$ cat src/rtl/datapath_pkg.sv
// Shared definitions for the bus datapath controller.
//   - Opcode encodings accepted on instr_op.
//   - Sequencer state encoding.
//   - Default datapath width and register count.
package datapath_pkg;

  localparam int DEF_DATA_W   = 16;
  localparam int DEF_NUM_REGS = 8;

  localparam logic [1:0] OP_LOAD = 2'b00;
  localparam logic [1:0] OP_MOV  = 2'b01;
  localparam logic [1:0] OP_ADD  = 2'b10;
  localparam logic [1:0] OP_SUB  = 2'b11;

  typedef enum logic [1:0] {
    ST_IDLE = 2'd0,
    ST_T1   = 2'd1,
    ST_T2   = 2'd2,
    ST_T3   = 2'd3
  } state_e;

endpackage

$ cat src/rtl/datapath_ctrl_idx_to_onehot.sv
// idx_to_onehot: decodes a register index plus an enable into a one-hot
// register select. Indices at or above NUM_REGS decode to all zeros.
// Ports:
//   idx_i    register index
//   en_i     decode enable; when low the output is all zeros
//   onehot_o one-hot select, NUM_REGS bits
module idx_to_onehot
  import datapath_pkg::*;
#(
  parameter int NUM_REGS = DEF_NUM_REGS,
  parameter int IDX_W    = $clog2(NUM_REGS)
) (
  input  logic [IDX_W-1:0]    idx_i,
  input  logic                en_i,
  output logic [NUM_REGS-1:0] onehot_o
);

  // Matching against each legal index only; out-of-range indices hit nothing.
  always_comb begin
    onehot_o = '0;
    for (int i = 0; i < NUM_REGS; i++) begin
      onehot_o[i] = en_i && (idx_i == IDX_W'(i));
    end
  end

endmodule

$ cat src/rtl/datapath_ctrl.sv
// datapath_ctrl: instruction sequencer for the shared-bus register/ALU
// datapath. Accepts LOAD/MOV/ADD/SUB over a valid/ready handshake and
// produces the per-cycle datapath enables as Moore outputs.
// Ports:
//   clk, resetn             clock, asynchronous active-low reset
//   instr_valid/instr_ready handshake; ready only in IDLE
//   instr_op/rx/ry/data     instruction fields, latched on acceptance
//   ext_data, ext_data_en   latched immediate and its bus drive
//   reg_in_en, reg_out_en   one-hot register write / bus drive
//   alu_reg_en, alu_sel     A-register load, ALU add(0)/sub(1)
//   g_reg_en, alu_out_en    G-register load, G bus drive
//   busy, done, err         status: not idle, final step, rejected index
module datapath_ctrl
  import datapath_pkg::*;
#(
  parameter int DATA_W   = DEF_DATA_W,
  parameter int NUM_REGS = DEF_NUM_REGS,
  parameter int IDX_W    = $clog2(NUM_REGS)
) (
  input  logic                clk,
  input  logic                resetn,
  input  logic                instr_valid,
  output logic                instr_ready,
  input  logic [1:0]          instr_op,
  input  logic [IDX_W-1:0]    instr_rx,
  input  logic [IDX_W-1:0]    instr_ry,
  input  logic [DATA_W-1:0]   instr_data,
  output logic [DATA_W-1:0]   ext_data,
  output logic                ext_data_en,
  output logic [NUM_REGS-1:0] reg_in_en,
  output logic [NUM_REGS-1:0] reg_out_en,
  output logic                alu_reg_en,
  output logic                alu_sel,
  output logic                g_reg_en,
  output logic                alu_out_en,
  output logic                busy,
  output logic                done,
  output logic                err
);

  state_e              state_q, state_d;
  logic [1:0]          op_q, op_d;
  logic [IDX_W-1:0]    rx_q, rx_d;
  logic [IDX_W-1:0]    ry_q, ry_d;
  logic [DATA_W-1:0]   data_q, data_d;

  logic accept;
  logic rx_ok, ry_ok, bad_idx;
  logic in_en, out_en, out_use_ry;

  assign accept   = instr_valid && (state_q == ST_IDLE);
  assign ext_data = data_q;

  // Field latches: only written on the accepting edge, so the outputs never
  // depend on the live instruction inputs once a sequence has started.
  always_comb begin
    op_d   = op_q;
    rx_d   = rx_q;
    ry_d   = ry_q;
    data_d = data_q;
    if (accept) begin
      op_d   = instr_op;
      rx_d   = instr_rx;
      ry_d   = instr_ry;
      data_d = instr_data;
    end
  end

  always_ff @(posedge clk or negedge resetn) begin
    if (!resetn) begin
      state_q <= ST_IDLE;
      op_q    <= '0;
      rx_q    <= '0;
      ry_q    <= '0;
      data_q  <= '0;
    end else begin
      state_q <= state_d;
      op_q    <= op_d;
      rx_q    <= rx_d;
      ry_q    <= ry_d;
      data_q  <= data_d;
    end
  end

  // Index range check. Only matters when NUM_REGS is not a power of two;
  // otherwise every encodable index matches and the check folds away.
  always_comb begin
    rx_ok = 1'b0;
    ry_ok = 1'b0;
    for (int i = 0; i < NUM_REGS; i++) begin
      if (rx_q == IDX_W'(i)) rx_ok = 1'b1;
      if (ry_q == IDX_W'(i)) ry_ok = 1'b1;
    end
  end

  // LOAD never reads a register, so its ry field is don't-care.
  assign bad_idx = !rx_ok || ((op_q != OP_LOAD) && !ry_ok);

  always_comb begin
    state_d     = state_q;
    instr_ready = 1'b0;
    busy        = 1'b1;
    ext_data_en = 1'b0;
    alu_reg_en  = 1'b0;
    alu_sel     = 1'b0;
    g_reg_en    = 1'b0;
    alu_out_en  = 1'b0;
    done        = 1'b0;
    err         = 1'b0;
    in_en       = 1'b0;
    out_en      = 1'b0;
    out_use_ry  = 1'b0;
    case (state_q)
      ST_IDLE: begin
        instr_ready = 1'b1;
        busy        = 1'b0;
        if (accept) state_d = ST_T1;
      end
      ST_T1: begin
        if (bad_idx) begin
          err     = 1'b1;
          state_d = ST_IDLE;
        end else begin
          case (op_q)
            OP_LOAD: begin
              ext_data_en = 1'b1;
              in_en       = 1'b1;
              done        = 1'b1;
              state_d     = ST_IDLE;
            end
            OP_MOV: begin
              out_en     = 1'b1;
              out_use_ry = 1'b1;
              in_en      = 1'b1;
              done       = 1'b1;
              state_d    = ST_IDLE;
            end
            default: begin
              // ADD/SUB: A <- Rx
              out_en     = 1'b1;
              alu_reg_en = 1'b1;
              state_d    = ST_T2;
            end
          endcase
        end
      end
      ST_T2: begin
        // G <- A +/- Ry; op bit 0 distinguishes SUB from ADD
        out_en     = 1'b1;
        out_use_ry = 1'b1;
        g_reg_en   = 1'b1;
        alu_sel    = op_q[0];
        state_d    = ST_T3;
      end
      ST_T3: begin
        // Rx <- G
        alu_out_en = 1'b1;
        in_en      = 1'b1;
        done       = 1'b1;
        state_d    = ST_IDLE;
      end
      default: state_d = ST_IDLE;
    endcase
  end

  idx_to_onehot #(.NUM_REGS(NUM_REGS), .IDX_W(IDX_W)) u_in_dec (
    .idx_i    (rx_q),
    .en_i     (in_en),
    .onehot_o (reg_in_en)
  );

  idx_to_onehot #(.NUM_REGS(NUM_REGS), .IDX_W(IDX_W)) u_out_dec (
    .idx_i    (out_use_ry ? ry_q : rx_q),
    .en_i     (out_en),
    .onehot_o (reg_out_en)
  );

endmodule

$ cat config.mk
export PLATFORM = sky130hd
export DESIGN_NAME = datapath_ctrl
export DESIGN_NICKNAME = d
export VERILOG_FILES = /design/src/rtl/datapath_pkg.sv /design/src/rtl/datapath_ctrl_idx_to_onehot.sv /design/src/rtl/datapath_ctrl.sv
export SDC_FILE = /design/constraint.sdc
export NUM_CORES = 1
export LEC_CHECK = 0
export ABC_AREA = 1
export CAP_MARGIN = 20
export CORE_MARGIN = 3
export CORE_UTILIZATION = 43
export CTS_CLUSTER_SIZE = 25
export DETAILED_ROUTE_END_ITERATION = 12
export GPL_TIMING_DRIVEN = 0
export HOLD_SLACK_MARGIN = 0.05
export PLACE_DENSITY = 0.95
export SLEW_MARGIN = 40
export SYNTH_ARGS = -nofsm -noshare
export SYNTH_HDL_FRONTEND = slang
export SYNTH_HIERARCHICAL = 1
export SYNTH_SLANG_ARGS = --single-unit
$ cat constraint.sdc
create_clock -name clk -period 2.3 [get_ports clk]
set_input_delay 0.23 -clock clk [delete_from_list [all_inputs] [get_ports clk]]
set_output_delay 0.23 -clock clk [all_outputs]
set_load 0.03 [all_outputs]
==> results of run 1 <==
==> sequential cells by signal, indices dropped and copies added (netlist names), named ones only <==
register	flops
ry_q	3
op_q	2
rx_q	3
state_q	1
ext_data	16
==> how the worst max path moves through the flow <==
stage	start	endpoint	slack [ns]	depth (start not counted)
after floorplan	state_q[0]	reg_out_en[2]	0.28	10
after global placement	state_q[0]	reg_out_en[4]	0.08	10
after detailed placement	state_q[0]	reg_out_en[2]	0.02	11
after CTS	state_q[0]	reg_out_en[2]	0.02	11
after global routing	register	reg_out_en[2]	-0.03	11
final	state_q[0]	busy	0.11	5
==> power by group <==
part	switching, mW	internal [mW]	total (mW)
clock network	0.136	0.176	0.312
registers	0.152	0.672	0.823
logic	1.13	0.733	1.86
==> synth_stat cells <==
| cell | count | share of area, % |
|---|---|---|
| nand2_1 | 73 | 20 |
| nand2_8 | 1 | 1.5 |
| inv_1 | 16 | 4.4 |
| conb_1 | 1 | 0.27 |
| buf_4 | 5 | 2.7 |
| nand3_1 | 28 | 10 |
| o21ai_1 | 1 | 0.36 |
| a21oi_1 | 2 | 0.73 |
| buf_6 | 4 | 3.3 |
| dfrtp_1 | 26 | 47 |
| ha_1 | 4 | 3.6 |
| nor2_1 | 19 | 5.2 |
| nand2_2 | 2 | 0.91 |
==> worst reg2reg max path, delay by kind of cell, from the launching register on <==
family,cells,cell delay [ns]
adders and majority gates,1,0.20
buffers and inverters,3,0.40
DFF,1,0.45
and+or+nand+nor,3,0.19
==> per-stage QoR <==
step	std cells	instance area [um^2]	power, mW
floorplan	182	1380	1.998
global placement	289	2083	2.634
detailed placement	289	2078	2.675
CTS	294	2141	2.980
global route	298	2136	3.237
finish	298	2136	2.998
==> logic make-up (layout without fill, tap and decap cells) <==
logic type	Yosys count	count (layout)
other cells	1	1
compound gates	3	3
flops	26	26
buf+inv	25	99
simple gates	123	123
fa+ha+maj	4	4
==> cell usage in the layout (no fill, tap or decap) <==
| cell | instances |
|---|---|
| buf_6 | 4 |
| o21ai_1 | 1 |
| nand2_2 | 2 |
| inv_1 | 16 |
| clkbuf_4 | 3 |
| nand2_8 | 1 |
| ha_1 | 2 |
| conb_1 | 1 |
| a21oi_1 | 2 |
| bufinv_16 | 1 |
| buf_2 | 5 |
| nand3_1 | 28 |
| nand2_1 | 73 |
| dlygate4sd3_1 | 1 |
| dlygate4sd2_1 | 8 |
| nor2_1 | 19 |
| buf_4 | 13 |
| clkdlybuf4s50_1 | 48 |
| dfrtp_1 | 26 |
| ha_2 | 2 |
==> final cells by class <==
type | instances | area, um^2 | share of cell area, %
Clock inverter | 1 | 30.03 | 1.406
Timing Repair Buffer | 70 | 645.6 | 30.23
Sequential cell | 26 | 650.6 | 30.46
Multi-Input combinational cell | 131 | 591.8 | 27.71
Tap cell | 42 | 52.55 | 2.460
Clock buffer | 3 | 22.52 | 1.054
Inverter | 16 | 60.06 | 2.812
Buffer | 9 | 82.58 | 3.866
==> repair_timing <==
action | CTS | global route
hold buffers | 1 | 0
setup buffers | 0 | 4
gates resized for setup | 32 | 26
pin swaps | 0 | 1
setup endpoints to repair | 16 | 10
hold endpoints to repair | 26 | 0
==> routing by layer <==
layer | routed length (um) | vias to the layer above | share of wire (%) | global-route usage [%]
met4 | 12 | 0 | 0.36 | 4.959
met1 | 1479 | 596 | 44 | 20.62
met2 | 1571 | 52 | 47 | 30.23
li1 | - | 705 | - | -
met5 | 0 | - | 0 | 0
met3 | 296 | 2 | 8.8 | 5.216
==> results_dict.tcl, run 1 <==
set metrics [dict create \
    min_path_type "in2reg" \
    io_pins 68 \
    hold_slack_ns 0.1790 \
    grt_pass1_wl_um 5589 \
    avgSynthCellArea_um2 7.583 \
    yosysSeqAreaShare_pct 47.14 \
    holdPathEnd "rx_q[2]" \
    cts.sinks 26 \
    crit_path_end_kind "output pin" \
    dieHeight_um 62.65 \
    synth_cells 182 \
    crit_path_start_kind "register" \
    synth-simple-area-share_pct 37.53 \
    drive_above_1_share_pct 12.11 \
    initial_core_util_pct 47.58 \
    tightestPinTransition_ns 0.5648 \
    cts_made_buffers 3 \
    cp.required_ns 2.07 \
    status "complete, no violations" \
    cts_root_buf "clkbuf_4" \
    synthMuxAreaShare_pct 0 \
    nFillCells 260 \
    io_buffers 65 \
    crit_path_frequent_cell "inv_1" \
    rows 19 \
    h-tree-depth 1 \
    gp_congestion 0.7457 \
    rsz0062_at_grt "true" \
    drc 0 \
    dr.pass1.iters 4 \
    slowest_delay_ns 0.66 \
    pre_cts_slack_ns 0.02294 \
    r2r.worst_path.cells 7 \
    ys_types 13 \
    synth_xor_area_share_pct 0 \
    grt.total_usage_pct 17.37 \
    dr_total_vias 1355 \
    ant_nets 0 \
    path_delay_family "buffers and inverters" \
    crit_arrival_ns 1.96 \
    grt_pass1_vias 1274 \
    slowest_stage "clkdlybuf4s50_1" \
    ctsLongestPathBuffers 2 \
    cts_tree "built" \
    die-area_um2 3925 \
    viasPerCell 4.547 \
    worst_slack_ns 0.1065 \
    syn2layout_area_growth_pct 54.76 \
    overflow 0 \
    synth_area_um2 1380 \
    rrSetupSlack_ns 0.97 \
    synthAdderAreaFrac_pct 3.626 \
    die_w_um 62.65 \
    crit_fanout 8 \
    yosysWarnings 6 \
    r2r-end "ry_q[1]" \
    setup_tns_ns 0 \
    fmax_mhz 455.9 \
    clk_latency_ns 0.32 \
    synth_top_family_by_area "simple AND/OR/NAND/NOR gates" \
    skew_ns 0.005218 \
    hold_viol 0 \
    max-cap-violations 0 \
    slew_headroom_pct 62.35 \
    setup_viol 0 \
    antenna_found_initial 0 \
    r2r_start "state_q[0]" \
    drt_iter0_drc 63 \
    post-route-period-util_pct 95.37 \
    wl_per_cell_um 11.28 \
    routed_wl_um 3360 \
    hold_path_depth 3 \
    dp_hpwl_um 2548 \
    holdCritStartpoint "instr_valid" \
    clk_pin_slew_ns 0.14 \
    leakage_nw 1.131 \
    grt_max_degree 27 \
    ir_drop_mv 0.8747 \
    crit_chain "inv_1, ha_1, buf_6, inv_1, clkdlybuf4s50_1" \
    insertedDiodeCount 0 \
    syn_nets 213 \
    critPathBufInv 4 \
    power.density_nw_per_um2 1404 \
    synth-compound-area-share_pct 1.088 \
    final-max-slew-violation-count 0 \
    core_area_um2 2900 \
    layout.nets 288 \
    fin_util_pct 73.64 \
    ys_seq_elements 26 \
    min_period_ns 2.193 \
    path_class "reg2out" \
]
Power figures use the tool's default switching activity.
==> inputs of run 2 (changes only) <==
--- a/config.mk
+++ b/config.mk
@@ -14,8 +14,8 @@
 export GPL_TIMING_DRIVEN = 0
 export HOLD_SLACK_MARGIN = 0.05
 export PLACE_DENSITY = 0.95
-export SLEW_MARGIN = 40
 export SYNTH_ARGS = -nofsm -noshare
 export SYNTH_HDL_FRONTEND = slang
 export SYNTH_HIERARCHICAL = 1
 export SYNTH_SLANG_ARGS = --single-unit
+export TNS_END_PERCENT = 1
==> run 2 against run 1 <==
Final cell count fell by 1.3%; sequential power is essentially flat; first-iteration DRC count is 19% higher; utilization decreased by 0.086 points; critical path type unchanged; largest cell class unchanged.
==> results_dict.tcl, run 2 (synthesis results as in run 1) <==
set metrics [dict create \
    min_path_type "in2reg" \
    p_switching_mw 1.404 \
    crit_fanout 5 \
    io_pins 68 \
    crit_chain "inv_1, ha_1, inv_1, nand2_2, nand2_2, nand2_1, nand2_1, nand2_1, nor2_1, clkdlybuf4s15_2" \
    tightestPinTransition_ns 0.5070 \
    final_common_cell "nand2_1" \
    grt_pass1_vias 1305 \
    cts.sinks 26 \
    switching_share_pct 47.54 \
    skew_ns 0.004014 \
    slowest_stage "dfrtp_1" \
    ctsHoldBuffers 0 \
    largest_reg_flops 16 \
    cts_root_buf "clkbuf_4" \
    p_seq_share_pct 27.9 \
    initial_core_util_pct 47.58 \
    die-area_um2 3925 \
    grt_pass1_wl_um 5554 \
    core_area_um2 2900 \
    drive_above_1_share_pct 9.921 \
    rsz0062_at_grt "true" \
    intPower_mw 1.549 \
    drt_iter0_drc 75 \
    wl_per_cell_um 11.19 \
    path_class "reg2out" \
    max-cap-violations 0 \
    dp_hpwl_um 2634 \
    dr.pass1.iters 5 \
    syn2layout_area_growth_pct 54.58 \
    layout_common_cells "73 x nand2_1, 49 x clkdlybuf4s50_1, 28 x nand3_1" \
    h-tree-depth 1 \
    power.density_nw_per_um2 1385 \
    grt.total_usage_pct 17.21 \
    die_w_um 62.65 \
    routed_wl_um 3290 \
    ir_drop_mv 0.9046 \
    setup_tns_ns 0 \
    min_period_ns 2.227 \
    rows 19 \
    dieHeight_um 62.65 \
    post-cts-setup-buffers 0 \
    r2r-end "ext_data[12]" \
    p_comb_share_pct 61.5 \
    cts_tree "built" \
    cp.required_ns 2.07 \
    drc 0 \
    pwr-share-clk_pct 10.6 \
    clk_pin_slew_ns 0.14 \
    grt_max_degree 19 \
    crit_path_start_kind "register" \
    rrSetupSlack_ns 0.97 \
    leakage_nw 1.114 \
    slew_headroom_pct 66.09 \
    fin_util_pct 73.55 \
    layout.nets 284 \
    antenna_found_initial 0 \
    slowest_delay_ns 0.45 \
    status "complete, no violations" \
    crit_arrival_ns 2.00 \
    dr_total_vias 1336 \
    ant_nets 0 \
    r2r_start "state_q[0]" \
    holdCritStartpoint "instr_valid" \
    hold_slack_ns 0.1740 \
    critPathBufInv 3 \
    holdPathEnd "rx_q[2]" \
    hold_path_depth 3 \
    crit_path_end_kind "output pin" \
    viasPerCell 4.544 \
    gp_congestion 0.7457 \
    clk_latency_ns 0.32 \
    final-max-slew-violation-count 0 \
    crit_path_frequent_cell "nand2_1" \
    path_delay_family "simple AND/OR/NAND/NOR gates" \
    setup_viol 0 \
    post-route-period-util_pct 96.82 \
    insertedDiodeCount 0 \
    fmax_mhz 449.1 \
    r2r.worst_path.cells 7 \
    ctsLongestPathBuffers 2 \
    overflow 0 \
    hold_viol 0 \
    cts_made_buffers 3 \
    io_buffers 65 \
]
run 2: cell types whose count changed in the layout (fill, tap and decap cells not counted), moves of 2 or more:
cell      change
buf_4         -8
ha_2          -2
clkbuf_4      +5
ha_1          +2
buf_2         -3
run 2: per-layer routing:
layer	GRT usage (%)	part of all wire (%)	wire [um]	vias to the layer above
li1	-	-	-	696
met1	19.25	43	1426	582
met2	29.69	46	1509	54
met3	6.295	9.8	321	4
met4	6.612	0.97	32	0
met5	0	0	0	-
run 2: worst min-delay path: cells and delay by family:
kind                   cells  cell delay (ns)
AND/OR/NAND/NOR            2             0.12
buffers and inverters      1             0.12
run 2: layout make-up:
class | count | area [um^2]
Buffer | 9 | 82.58
Clock buffer | 3 | 22.52
Clock inverter | 1 | 30.03
Fill cell | 253 | 767.0
Inverter | 16 | 60.06
Multi-Input combinational cell | 131 | 586.8
Sequential cell | 26 | 650.6
Tap cell | 42 | 52.55
Timing Repair Buffer | 66 | 648.1
run 2: what timing repair did:
item / CTS / global route
cloned: 0 / 0
endpoints found under the setup margin: 16 / 9
resized for setup: 32 / 20
hold endpoints to repair: 0 / 0
run 2: power groups by stage:
stage / clock network (mW) / logic [mW] / registers, mW
floorplan: 0 / 0.925 / 1.07
global placement: 0 / 1.81 / 0.823
detailed placement: 0 / 1.85 / 0.831
CTS: 0.321 / 1.84 / 0.826
global route: 0.336 / 1.99 / 0.856
finish: 0.312 / 1.82 / 0.825
run 2: worst max path at each step:
| stage | depth (start not counted) | slack, ns | start | to |
|---|---|---|---|---|
| floorplan | 10 | 0.28 | state_q[0] | reg_out_en[2] |
| global placement | 10 | 0.08 | state_q[0] | reg_out_en[4] |
| detailed placement | 11 | -0.0001 | state_q[0] | reg_out_en[2] |
| CTS | 11 | 0.004 | state_q[0] | reg_out_en[2] |
| global route | 11 | -0.06 | register | reg_out_en[2] |
| finish | 10 | 0.07 | state_q[0] | reg_out_en[7] |
run 2: through the flow:
step           area, um^2  setup slack, ns  total power, mW  instances
3_3_place_gp         2083          0.08277            2.634        289
3_5_place_dp         2111      -0.00009770            2.686        290
5_1_grt              2133         -0.05666            3.180        294
2_1_floorplan        1380           0.2761            1.998        182
4_1_cts              2163         0.003750            2.987        294
6_report             2133          0.07314            2.954        294
==> inputs of run 3 (changes only) <==
--- a/config.mk
+++ b/config.mk
@@ -9,11 +9,13 @@
 export CAP_MARGIN = 20
 export CORE_MARGIN = 3
 export CORE_UTILIZATION = 43
+export CTS_BUF_LIST = sky130_fd_sc_hd__clkbuf_16
 export CTS_CLUSTER_SIZE = 25
 export DETAILED_ROUTE_END_ITERATION = 12
 export GPL_TIMING_DRIVEN = 0
 export HOLD_SLACK_MARGIN = 0.05
 export PLACE_DENSITY = 0.95
+export SKIP_CTS_REPAIR_TIMING = 1
 export SYNTH_ARGS = -nofsm -noshare
 export SYNTH_HDL_FRONTEND = slang
 export SYNTH_HIERARCHICAL = 1
==> run 3 against run 2 <==
Critical path depth unchanged; die area unchanged; non-clock buffer count unchanged; highest routed layer unchanged; count of clock-buffer cells in the layout unchanged; first-iteration DRC count down 15%; design area up 4.0%; flip-flop and latch count unchanged; via count up 0.22%; sequential power up 0.7%; utilization up 2.9 points; clock power up 59%; critical path type unchanged.
==> results_dict.tcl, run 3 (synthesis results as in run 1) <==
set metrics [dict create \
    slew_headroom_pct 66.82 \
    crit_chain "inv_1, ha_1, inv_1, nand2_2, nand2_2, nand2_1, nand2_1, nand2_1, nor2_1, dlymetal6s2s_1" \
    tightestPinTransition_ns 0.4961 \
    holdPathEnd "rx_q[2]" \
    initial_core_util_pct 47.58 \
    fmax_mhz 467.3 \
    core_area_um2 2900 \
    crit_path_start_kind "register" \
    p_seq_share_pct 26.3 \
    die_w_um 62.65 \
    io_buffers 65 \
    crit_path_end_kind "output pin" \
    crit_path_frequent_cell "nand2_1" \
    min_path_type "in2reg" \
    p_switching_mw 1.433 \
    nFillCells 221 \
    grt.total_usage_pct 17.91 \
    hold_slack_ns 0.2519 \
    skew_ns 0.004734 \
    grt_pass1_vias 1296 \
    max-cap-violations 0 \
    path_class "reg2out" \
    slowest_delay_ns 0.42 \
    status "complete, no violations" \
    final-max-slew-violation-count 0 \
    p_comb_share_pct 58.0 \
    dr_total_vias 1339 \
    wl_per_cell_um 11.88 \
    pre_cts_slack_ns -0.00009770 \
    switching_share_pct 45.34 \
    die-area_um2 3925 \
    final_common_cell "nand2_1" \
    slowest_stage "dfrtp_1" \
    viasPerCell 4.554 \
    h-tree-depth 1 \
    drc 0 \
    min_period_ns 2.140 \
    ir_drop_mv 0.9828 \
    post-route-period-util_pct 93.05 \
    holdCritStartpoint "instr_valid" \
    r2r.worst_path.cells 7 \
    crit_arrival_ns 1.91 \
    worst_slack_ns 0.1599 \
    cts_root_buf "clkbuf_16" \
    largest_reg_flops 16 \
    ctsLongestPathBuffers 2 \
    hold_path_depth 3 \
    setup_viol 0 \
    cp.required_ns 2.07 \
    ant_nets 0 \
    pwr-share-clk_pct 15.7 \
    power.density_nw_per_um2 1425 \
    rows 19 \
    fin_util_pct 76.49 \
    drt_iter0_drc 64 \
    dieHeight_um 62.65 \
    gp_congestion 0.7457 \
    grt_max_degree 19 \
    dr.pass1.iters 4 \
    clk_pin_slew_ns 0.06 \
    dp_hpwl_um 2634 \
    layout_common_cells "73 x nand2_1, 49 x clkdlybuf4s50_1, 28 x nand3_1" \
    drive_above_1_share_pct 8.730 \
    fin_area_um2 2218 \
    hold_viol 0 \
    grt_pass1_wl_um 5733 \
    critPathBufInv 3 \
    layout.nets 284 \
    cts_tree "built" \
    io_pins 68 \
    rrSetupSlack_ns 0.96 \
    leakage_nw 1.299 \
    r2r-end "ext_data[7]" \
    cts.sinks 26 \
    syn2layout_area_growth_pct 60.74 \
    antenna_found_initial 0 \
    rsz0062_at_grt "false" \
    placed_cell_area_um2 2111 \
    r2r_start "state_q[0]" \
    intPower_mw 1.728 \
    insertedDiodeCount 0 \
    overflow 0 \
    routed_wl_um 3494 \
    cts_made_buffers 3 \
    path_delay_family "simple AND/OR/NAND/NOR gates" \
    crit_fanout 5 \
    clk_latency_ns 0.26 \
]
-- run 3: power groups by stage --
stage | Clock (mW) | Sequential [mW] | Combinational [mW]
2_1_floorplan | 0 | 1.07 | 0.925
3_3_place_gp | 0 | 0.823 | 1.81
3_5_place_dp | 0 | 0.831 | 1.85
4_1_cts | 0.509 | 0.831 | 1.87
5_1_grt | 0.525 | 0.861 | 2.00
6_report | 0.497 | 0.831 | 1.83
-- run 3: stage by stage --
stage          instances      TNS, ns  total power [mW]
2_1_floorplan        182            0             1.998
3_3_place_gp         289            0             2.634
3_5_place_dp         290  -0.00009770             2.686
4_1_cts              294       -2.046             3.213
5_1_grt              294            0             3.384
6_report             294            0             3.161
-- run 3: layout make-up --
cell class	instances	area, um^2	area share [%]
clock buffer	3	75.07	3.384
timing repair buffer	66	680.7	30.68
sequential	26	650.6	29.33
buffer	9	82.58	3.723
inverter	16	60.06	2.707
clock inverter	1	30.03	1.354
multi-input combinational	131	586.8	26.45
tap	42	52.55	2.369
-- run 3: routing by layer --
| metal | vias to the layer above | global-route usage, % | part of all wire (%) |
|---|---|---|---|
| met5 | - | 0 | 0 |
| met1 | 589 | 19.50 | 41 |
| met2 | 52 | 31.96 | 49 |
| met3 | 4 | 6.295 | 9.4 |
| li1 | 694 | - | - |
| met4 | 0 | 6.336 | 1.0 |
-- run 3: how the worst max path moves through the flow --
stage / start / end / slack, ns / cells after the start
final: state_q[0] / reg_out_en[5] / 0.16 / 10
after global routing: register / reg_out_en[5] / 0.003 / 11
after CTS: state_q[0] / reg_out_en[2] / -0.28 / 11
after detailed placement: state_q[0] / reg_out_en[2] / -0.0001 / 11
after global placement: state_q[0] / reg_out_en[4] / 0.08 / 10
after floorplan: state_q[0] / reg_out_en[2] / 0.28 / 10
-- run 3: worst reg2reg max path: stages (launching register included) --
cell     delay (ns)
dfrtp_1        0.43
inv_1          0.10
ha_1           0.20
buf_6          0.17
nand2_8        0.07
buf_6          0.14
nand2_1        0.05
nand2_1        0.06
